[config.mk]
export PLATFORM = sky130hd
export DESIGN_NAME = uart_ext
export DESIGN_NICKNAME = d
export VERILOG_FILES = /design/src/rtl/uart_ext.sv
export SDC_FILE = /design/constraint.sdc
export NUM_CORES = 1
export LEC_CHECK = 0
export ABC_AREA = 1
export BUFFER_PORTS_ARGS = -buffer_cell sky130_fd_sc_hd__buf_2
export CORE_MARGIN = 2
export CORE_UTILIZATION = 65
export DETAILED_ROUTE_END_ITERATION = 10
export PLACE_DENSITY = 0.84
export SETUP_SLACK_MARGIN = 0.05
export SLEW_MARGIN = 20
export SYNTH_ARGS = -nofsm -noshare
export SYNTH_HDL_FRONTEND = slang
export SYNTH_SLANG_ARGS = --single-unit
[constraint.sdc]
create_clock -name clk -period 3 [get_ports clk]
set_input_delay 0.45 -clock clk [delete_from_list [all_inputs] [get_ports clk]]
set_output_delay 0.45 -clock clk [all_outputs]
set_load 0.05 [all_outputs]
[src/rtl/uart_ext.sv]
// uart_ext: parametrised UART with baud generator, TX/RX FIFOs, parity, stop-bit select and sticky errors.
// Ports:
//   clk, reset (async, active-low)
//   dvsr      baud divisor; a tick every dvsr+1 clocks, 16 ticks per bit
//   par_mode  00 none, 01 even, 10 odd, 11 none
//   stop2     transmit two stop bits
//   wr_uart/w_data  push a word into the TX FIFO
//   rd_uart/r_data  pop / show-ahead head of the RX FIFO
//   clr_err   clear the sticky error flags
//   rx, tx    serial pins
//   tx_full, tx_idle, rx_empty, parity_err, frame_err, overrun_err  status
module uart_ext_fifo #(
  parameter int W  = 8,
  parameter int AW = 2
) (
  input  logic         clk,
  input  logic         reset,
  input  logic         rd,
  input  logic         wr,
  input  logic [W-1:0] w_data,
  output logic         empty,
  output logic         full,
  output logic [W-1:0] r_data
);
  logic [W-1:0] mem [2**AW];
  logic [AW-1:0] wptr, rptr, wnx, rnx;
  logic do_rd, do_wr;
  assign wnx = wptr + 1'b1;
  assign rnx = rptr + 1'b1;
  assign do_rd = rd & ~empty;
  // a full FIFO still accepts a write when the head is popped in the same cycle
  assign do_wr = wr & (~full | do_rd);
  assign r_data = mem[rptr];
  always_ff @(posedge clk or negedge reset) begin
    if (!reset) begin
      wptr  <= '0;
      rptr  <= '0;
      empty <= 1'b1;
      full  <= 1'b0;
      for (int i = 0; i < 2**AW; i++) mem[i] <= '0;
    end else begin
      if (do_wr) begin
        mem[wptr] <= w_data;
        wptr      <= wnx;
      end
      if (do_rd) rptr <= rnx;
      if (do_wr & ~do_rd) begin
        empty <= 1'b0;
        full  <= wnx == rptr;
      end else if (do_rd & ~do_wr) begin
        full  <= 1'b0;
        empty <= rnx == wptr;
      end
    end
  end
endmodule

module uart_ext #(
  parameter int DBIT       = 8,
  parameter int ADDR_WIDTH = 2,
  parameter int DVSR_W     = 11
) (
  input  logic              clk,
  input  logic              reset,
  input  logic [DVSR_W-1:0] dvsr,
  input  logic [1:0]        par_mode,
  input  logic              stop2,
  input  logic              wr_uart,
  input  logic [DBIT-1:0]   w_data,
  input  logic              rd_uart,
  input  logic              clr_err,
  input  logic              rx,
  output logic              tx,
  output logic              tx_full,
  output logic              tx_idle,
  output logic              rx_empty,
  output logic [DBIT-1:0]   r_data,
  output logic              parity_err,
  output logic              frame_err,
  output logic              overrun_err
);
  typedef enum logic [2:0] {IDLE, START, DATA, PARITY, STOP} state_t;
  localparam logic [2:0] NLAST = 3'(DBIT - 1);
  logic [DVSR_W-1:0] cnt;
  logic tick;
  assign tick = cnt == dvsr;
  always_ff @(posedge clk or negedge reset) begin
    if (!reset) cnt <= '0;
    else        cnt <= tick ? '0 : cnt + 1'b1;
  end
  logic tx_empty, tx_pop;
  logic [DBIT-1:0] tx_head;
  uart_ext_fifo #(.W(DBIT), .AW(ADDR_WIDTH)) tx_fifo (
    .clk(clk), .reset(reset), .rd(tx_pop), .wr(wr_uart), .w_data(w_data),
    .empty(tx_empty), .full(tx_full), .r_data(tx_head)
  );
  state_t ts, ts_n;
  logic [4:0] tsc, tsc_n;
  logic [2:0] tn, tn_n;
  logic [DBIT-1:0] tsh, tsh_n;
  logic tpb, tpb_n, tpen, tpen_n, ts2, ts2_n, tx_n;
  always_ff @(posedge clk or negedge reset) begin
    if (!reset) begin
      ts   <= IDLE;
      tsc  <= '0;
      tn   <= '0;
      tsh  <= '0;
      tpb  <= 1'b0;
      tpen <= 1'b0;
      ts2  <= 1'b0;
      tx   <= 1'b1;
    end else begin
      ts   <= ts_n;
      tsc  <= tsc_n;
      tn   <= tn_n;
      tsh  <= tsh_n;
      tpb  <= tpb_n;
      tpen <= tpen_n;
      ts2  <= ts2_n;
      tx   <= tx_n;
    end
  end
  // frame settings are captured when a word is taken so mid-frame changes wait for the next frame
  always_comb begin
    ts_n   = ts;
    tsc_n  = tsc;
    tn_n   = tn;
    tsh_n  = tsh;
    tpb_n  = tpb;
    tpen_n = tpen;
    ts2_n  = ts2;
    case (ts)
      IDLE: if (!tx_empty) begin
        ts_n   = START;
        tsc_n  = '0;
        tsh_n  = tx_head;
        tpb_n  = ^tx_head ^ (par_mode == 2'b10);
        tpen_n = par_mode == 2'b01 || par_mode == 2'b10;
        ts2_n  = stop2;
      end
      START: if (tick) begin
        tsc_n = tsc + 1'b1;
        if (tsc == 5'd15) begin
          ts_n  = DATA;
          tsc_n = '0;
          tn_n  = '0;
        end
      end
      DATA: if (tick) begin
        tsc_n = tsc + 1'b1;
        if (tsc == 5'd15) begin
          tsc_n = '0;
          tsh_n = tsh >> 1;
          tn_n  = tn + 1'b1;
          if (tn == NLAST) ts_n = tpen ? PARITY : STOP;
        end
      end
      PARITY: if (tick) begin
        tsc_n = tsc + 1'b1;
        if (tsc == 5'd15) begin
          ts_n  = STOP;
          tsc_n = '0;
        end
      end
      STOP: if (tick) begin
        tsc_n = tsc + 1'b1;
        if (tsc == (ts2 ? 5'd31 : 5'd15)) begin
          ts_n  = IDLE;
          tsc_n = '0;
        end
      end
      default: ts_n = IDLE;
    endcase
  end
  always_comb begin
    tx_pop = ts == IDLE && !tx_empty;
    tx_n   = ts == START ? 1'b0 : ts == DATA ? tsh[0] : ts == PARITY ? tpb : 1'b1;
  end
  assign tx_idle = tx_empty && ts == IDLE;
  logic [1:0] sync;
  logic rx_s;
  assign rx_s = sync[1];
  always_ff @(posedge clk or negedge reset) begin
    if (!reset) sync <= 2'b11;
    else        sync <= {sync[0], rx};
  end
  state_t rs, rs_n;
  logic [3:0] rsc, rsc_n;
  logic [2:0] rn, rn_n;
  logic [DBIT-1:0] rb, rb_n;
  logic rpen, rpen_n, rodd, rodd_n;
  logic rx_done, rx_full, par_set, frm_set, ovr_set;
  uart_ext_fifo #(.W(DBIT), .AW(ADDR_WIDTH)) rx_fifo (
    .clk(clk), .reset(reset), .rd(rd_uart), .wr(rx_done), .w_data(rb),
    .empty(rx_empty), .full(rx_full), .r_data(r_data)
  );
  always_ff @(posedge clk or negedge reset) begin
    if (!reset) begin
      rs   <= IDLE;
      rsc  <= '0;
      rn   <= '0;
      rb   <= '0;
      rpen <= 1'b0;
      rodd <= 1'b0;
    end else begin
      rs   <= rs_n;
      rsc  <= rsc_n;
      rn   <= rn_n;
      rb   <= rb_n;
      rpen <= rpen_n;
      rodd <= rodd_n;
    end
  end
  // the start bit is re-checked mid-bit; every later sample lands 16 ticks on, near bit centre
  always_comb begin
    rs_n   = rs;
    rsc_n  = rsc;
    rn_n   = rn;
    rb_n   = rb;
    rpen_n = rpen;
    rodd_n = rodd;
    case (rs)
      IDLE: if (!rx_s) begin
        rs_n   = START;
        rsc_n  = '0;
        rpen_n = par_mode == 2'b01 || par_mode == 2'b10;
        rodd_n = par_mode == 2'b10;
      end
      START: if (tick) begin
        rsc_n = rsc + 1'b1;
        if (rsc == 4'd7) begin
          rs_n  = rx_s ? IDLE : DATA;
          rsc_n = '0;
          rn_n  = '0;
        end
      end
      DATA: if (tick) begin
        rsc_n = rsc + 1'b1;
        if (rsc == 4'd15) begin
          rsc_n = '0;
          rb_n  = {rx_s, rb[DBIT-1:1]};
          rn_n  = rn + 1'b1;
          if (rn == NLAST) rs_n = rpen ? PARITY : STOP;
        end
      end
      PARITY: if (tick) begin
        rsc_n = rsc + 1'b1;
        if (rsc == 4'd15) begin
          rs_n  = STOP;
          rsc_n = '0;
        end
      end
      STOP: if (tick) begin
        rsc_n = rsc + 1'b1;
        if (rsc == 4'd15) begin
          rs_n  = IDLE;
          rsc_n = '0;
        end
      end
      default: rs_n = IDLE;
    endcase
  end
  always_comb begin
    rx_done = rs == STOP && tick && rsc == 4'd15;
    par_set = rs == PARITY && tick && rsc == 4'd15 && (rx_s != (^rb ^ rodd));
    frm_set = rx_done && !rx_s;
    ovr_set = rx_done && rx_full && !rd_uart;
  end
  // set wins over clear when both happen in one cycle
  always_ff @(posedge clk or negedge reset) begin
    if (!reset) begin
      parity_err  <= 1'b0;
      frame_err   <= 1'b0;
      overrun_err <= 1'b0;
    end else begin
      parity_err  <= par_set | (parity_err & ~clr_err);
      frame_err   <= frm_set | (frame_err & ~clr_err);
      overrun_err <= ovr_set | (overrun_err & ~clr_err);
    end
  end
endmodule

# Yosys cells after proc, flatten, opt, wreduce, memory -nomap -nowiden
# Index checks and enable logic that the tools add are counted.
dict set report classes {
  n_eq_ne 44
  n_mux 76
  n_mul 0
  reduce_logical 39
  div 0
  shifts 0
  add_sub_neg 9
  bitwise_logic 32
  n_lt_le_gt_ge 6
}
# cell count
set ops {}
lappend ops {{3-bit two-way mux} 30}
lappend ops {{8-bit two-way mux} 9}
lappend ops {{32-bit bitwise mux} 2}
lappend ops {{2-bit != test (second input constant)} 20}
lappend ops {{8-bit binary-select mux with 2-bit select} 2}
lappend ops {{8-bit demux with 2-bit select} 2}
lappend ops {{5-bit two-way mux} 6}
lappend ops {{3-bit one-hot mux with 5 select lines} 2}
lappend ops {{4-bit two-way mux} 5}
lappend ops {{10-bit AND reduction} 2}
lappend ops {{8-bit one-hot mux with 2 select lines} 1}
lappend ops {{8-bit parity} 2}
lappend ops {{5-bit one-hot mux with 3 select lines} 1}
lappend ops {{3-bit by 2-bit == test with 1-bit output (second input constant)} 4}
lappend ops {{3-bit == test (second input constant)} 4}
lappend ops {{3-bit greater-or-equal comparator (second input constant)} 4}
lappend ops {{1-bit logical AND} 12}
lappend ops {{2-bit inverter with 3-bit output} 4}
lappend ops {{3-bit one-hot mux with 2 select lines} 2}
lappend ops {{4-bit one-hot mux with 3 select lines} 1}
lappend ops {{4-bit AND reduction} 3}
lappend ops {{11-bit by 1-bit adder with 11-bit output (second input constant)} 1}
lappend ops {{1-bit AND} 11}
lappend ops {{11-bit == test} 1}
lappend ops {{30 further kinds} 75}
dict set report totals {
  latch_bits 0
  rom_bits 0
  ram_bits 0
  out_inout_bits 15
  regBits 135
  memories 0
}

# Logic depth before layout (Yosys ltp)
dict set report depth {
  ltp_word 9
  depth_mapped 14
  ltp_nobuf 13
}

# Cells and area by module
# Synthesis repeated with hierarchy kept, for this count alone.
dict set report unflattened {
  hier_cells 908
  area_unflattened_um2 7539.7
}
# mod cells_per_inst seq_area_each_um2 area_each_um2 n_inst
set by_module_without_submodules {}
lappend by_module_without_submodules {uart_ext_fifo 234 952.2 2040.7 2}
lappend by_module_without_submodules {uart_ext 440 1480.2 3458.3 1}

# Worst setup path before layout
# No wires, ideal clock.
dict set report synth_timing {
  path_kind {reg-to-output}
  start {reg rx_fifo.rptr[0]}
  end {out r_data[6]}
  path_slack_ns 0.698
  arrival_ns 1.852
  required_ns 2.550
  path_stages_with_launch 6
  cell_sequence {dfrtp_1 clkbuf_1 inv_1 buf_1 o21ai_0 o22ai_1}
}
dict set report synth_via {
  elab_chain_len 4
}
# item line
set synth_lines {}
lappend synth_lines {{start, declared} 26} ;# logic [AW-1:0] wptr, rptr, wnx, rnx;
lappend synth_lines {{start signal, assigned} 46} ;# if (do_rd) rptr <= rnx;
lappend synth_lines {{2-bit inverter with 3-bit output (not written as such)} 33} ;# assign r_data = mem[rptr];
lappend synth_lines {{8-bit binary-select mux with 2-bit select} 33}
lappend synth_lines {{8-bit two-way mux (not written as such) (2 in a row)} 33}
lappend synth_lines {{end, declared} 77} ;# output logic [DBIT-1:0] r_data,
# Every way passes these cells. The select of a mux whose other input is x is not followed.

# Final worst setup path
dict set report layout_timing {
  start {reg rx_fifo.rptr[0]}
  end {out r_data[0]}
}
# The elaborated chain is that of the path after synthesis.

==> results_dict.tcl <==
set metrics [dict create \
    grt_pass1_vias 5988 \
    clk_pin_slew_ns 0.06 \
    skew_ns 0.00598 \
    finalNetCount 969 \
    endpoint_kind "primary output" \
    async_flop_share_pct 100 \
    synth_top_area_share_pct 46.5 \
    tightest_slew_ns 0.569 \
    drt_wl_total_um 15800 \
    grt_pass1_wl_um 26500 \
    die_x_um 108 \
    cts-resized-gates 0 \
    area_growth_pct 12.7 \
    fin_setup_tns_ns 0 \
    initial_utilization_pct 67.4 \
    status "completed" \
    hpwlAfterDp_um 10700 \
    maxSlewHeadroom_pct 62.0 \
    vdd_drop_max_v 0.000657 \
    slew_violations 0 \
    gp_congestion 0.915 \
    fmax_mhz 385 \
    synth_seq_cells 135 \
    cts_tree "yes" \
    seq_area_frac_synth_pct 48.4 \
    grt_max_degree 63 \
    dr.pass1.iters 6 \
    root_buffer "clkbuf_8" \
    netlist_area_um2 6990 \
    rsz0062_at_grt "false" \
    vias_per_cell 5.64 \
    synth_ff_type "dfrtp_1" \
    cts.path.max_buffers 2 \
    hold_path.class "primary input to flop" \
    cap_violations 0 \
    startpoint_type "flop" \
    synth_area_leaders "dfrtp_1 47%, nand2_1 17%, nand3_1 6.0%" \
    cts.sinks 135 \
    syn_avg_cell_area_um2 7.91 \
    place_ws_ns 0.602 \
    io_pins 43 \
    ant_nets 0 \
    cts_setup_buffers 0 \
    syn_inst 884 \
    min_period_ns 2.60 \
    track_usage_pct 29.3 \
    insertion_delay_ns 0.54 \
    initialDrtViolationCount 483 \
    syn-num-nets 931 \
    wl_per_cell_um 14.7 \
    gr-total-overflow 0 \
    path_max_fanout 19 \
    yosysWarningCount 0 \
    p_leak_nw 4.16 \
    vias 6040 \
    cts_made_buffers 17 \
    core-area_um2 10400 \
    antenna_found_initial 0 \
    synth.top_cells.by_count "310 x nand2_1, 130 x dfrtp_1, 84 x nand3_1" \
    ctsHoldBuffers 2 \
    drc_errors 0 \
    fp-row-count 37 \
    cellPowerDensity_nw_per_um2 711 \
    finalHoldViolCount 0 \
    synth_edf_count 0 \
    synth_most_common_cell "nand2_1" \
    crit_type "flop to primary output" \
    yosysTopAreaCell "dfrtp_1" \
    die_area_um2 11600 \
    die_h_um 108 \
    antenna_cells 0 \
    drive_above_1_share_pct 11.8 \
    crit_arrival_ns 2.15 \
    io_buffers 42 \
    required_ns 2.55 \
    synth_cell_types 41 \
    cts-htree-levels 4 \
    worst_slack_ns 0.400 \
    final-setup-viol-count 0 \
    fin_crit_sh_pct 86.7 \
]
==> area by class of cell <==
type                            count  area [um2]
Clock buffer                       24         500
Multi-Input combinational cell    642        3140
Tap cell                          136         170
Clock inverter                      8        92.6
Inverter                           74         280
Sequential cell                   135        3380
Timing Repair Buffer               52         305
Fill cell                         722        2490
==> layout by cell type (no fill, tap or decap), types with 2 or more instances in the layout <==
cell type,instances
nand4_1,4
buf_4,8
buf_2,41
inv_1,65
xor2_1,14
clkinv_2,5
bufinv_16,2
o22ai_1,11
dlygate4sd3_1,2
nand2_1,310
o31ai_1,2
o21ai_0,76
or2_2,2
nand2_4,4
o21ai_1,9
a21oi_1,16
clkbuf_8,7
nor2_1,45
clkbuf_16,16
ha_1,19
o211ai_1,2
dfrtp_1,130
clkinv_1,3
nor2_2,2
nand2_2,7
inv_2,5
nand3_1,84
dfstp_2,5
xnor2_1,18
nor3_1,6
==> path summary, 6_finish.rpt <==
check,endpoint,slack [ns],start,cells past startpoint
setup reg to reg,tsh[1]$_DFFE_PN0P_,0.64,cnt[0]$_DFF_PN0_,9
min in group asynchronous,rsc[3]$_DFFE_PN0P_,0.44,reset,2
setup / recovery,r_data[0],0.40,rx_fifo.rptr[0]$_DFFE_PN0P_,5
max in group asynchronous,tx_fifo.mem[20]$_DFFE_PN0P_,1.73,reset,3
hold / removal,ts2$_DFFE_PN0P_,0.10,stop2,3
hold reg to reg,sync[1]$_DFF_PN1_,0.35,sync[0]$_DFF_PN1_,0
==> cells by family (layout without fill, tap and decap cells) <==
kind of cell    Yosys count  in the layout  synth area share [%]
compound gates          121            121                  9.22
xor+xnor                 32             32                  4.01
fa+ha+maj                19             19                  3.40
buf+inv                 107            158                  6.64
flops                   135            135                  48.4
mux                       1              1                 0.143
simple gates            469            469                  28.2
==> critical path: stages, from the launching register on <==
cell and delay, ns:
dfrtp_1 0.35, buf_4 0.20, inv_1 0.40, o21ai_0 0.19
o22ai_1 0.16, buf_2 0.29
==> registers in the layout, summed over array words and instances (netlist names), 3 cells and up <==
signal       flops
tsh              8
tsc              5
tn               3
ts               3
rx_fifo.mem     32
cnt             11
rs               3
tx_fifo.mem     32
rb               8
rsc              4
rn               3
==> report_power, final <==
part	internal, mW	total, mW	switching (mW)
clock	1.31	2.07	0.766
combinational	0.427	1.16	0.730
sequential	2.13	2.37	0.239
==> per-layer routing <==
metal | vias to the layer above | wire [um] | GRT usage [%]
met5 | - | 0 | 0
met2 | 200 | 8060 | 50.5
met4 | 0 | 422 | 14.3
met3 | 43 | 864 | 6.11
met1 | 2874 | 6440 | 34.9
li1 | 2923 | - | -
==> per-stage QoR <==
stage	power, mW	cells	instance area (um2)	utilization (%)	hold WS (ns)
detailed placement	3.52	1037	7260	70.0	0.348
floorplan	3.22	884	6990	-	0.154
CTS	5.60	1071	7880	76.0	0.0858
finish	5.60	1071	7880	76.0	0.105
global placement	3.43	1037	7260	70.0	0.347
global route	5.88	1071	7880	76.0	0.119
(Power assumes the default switching activity.)
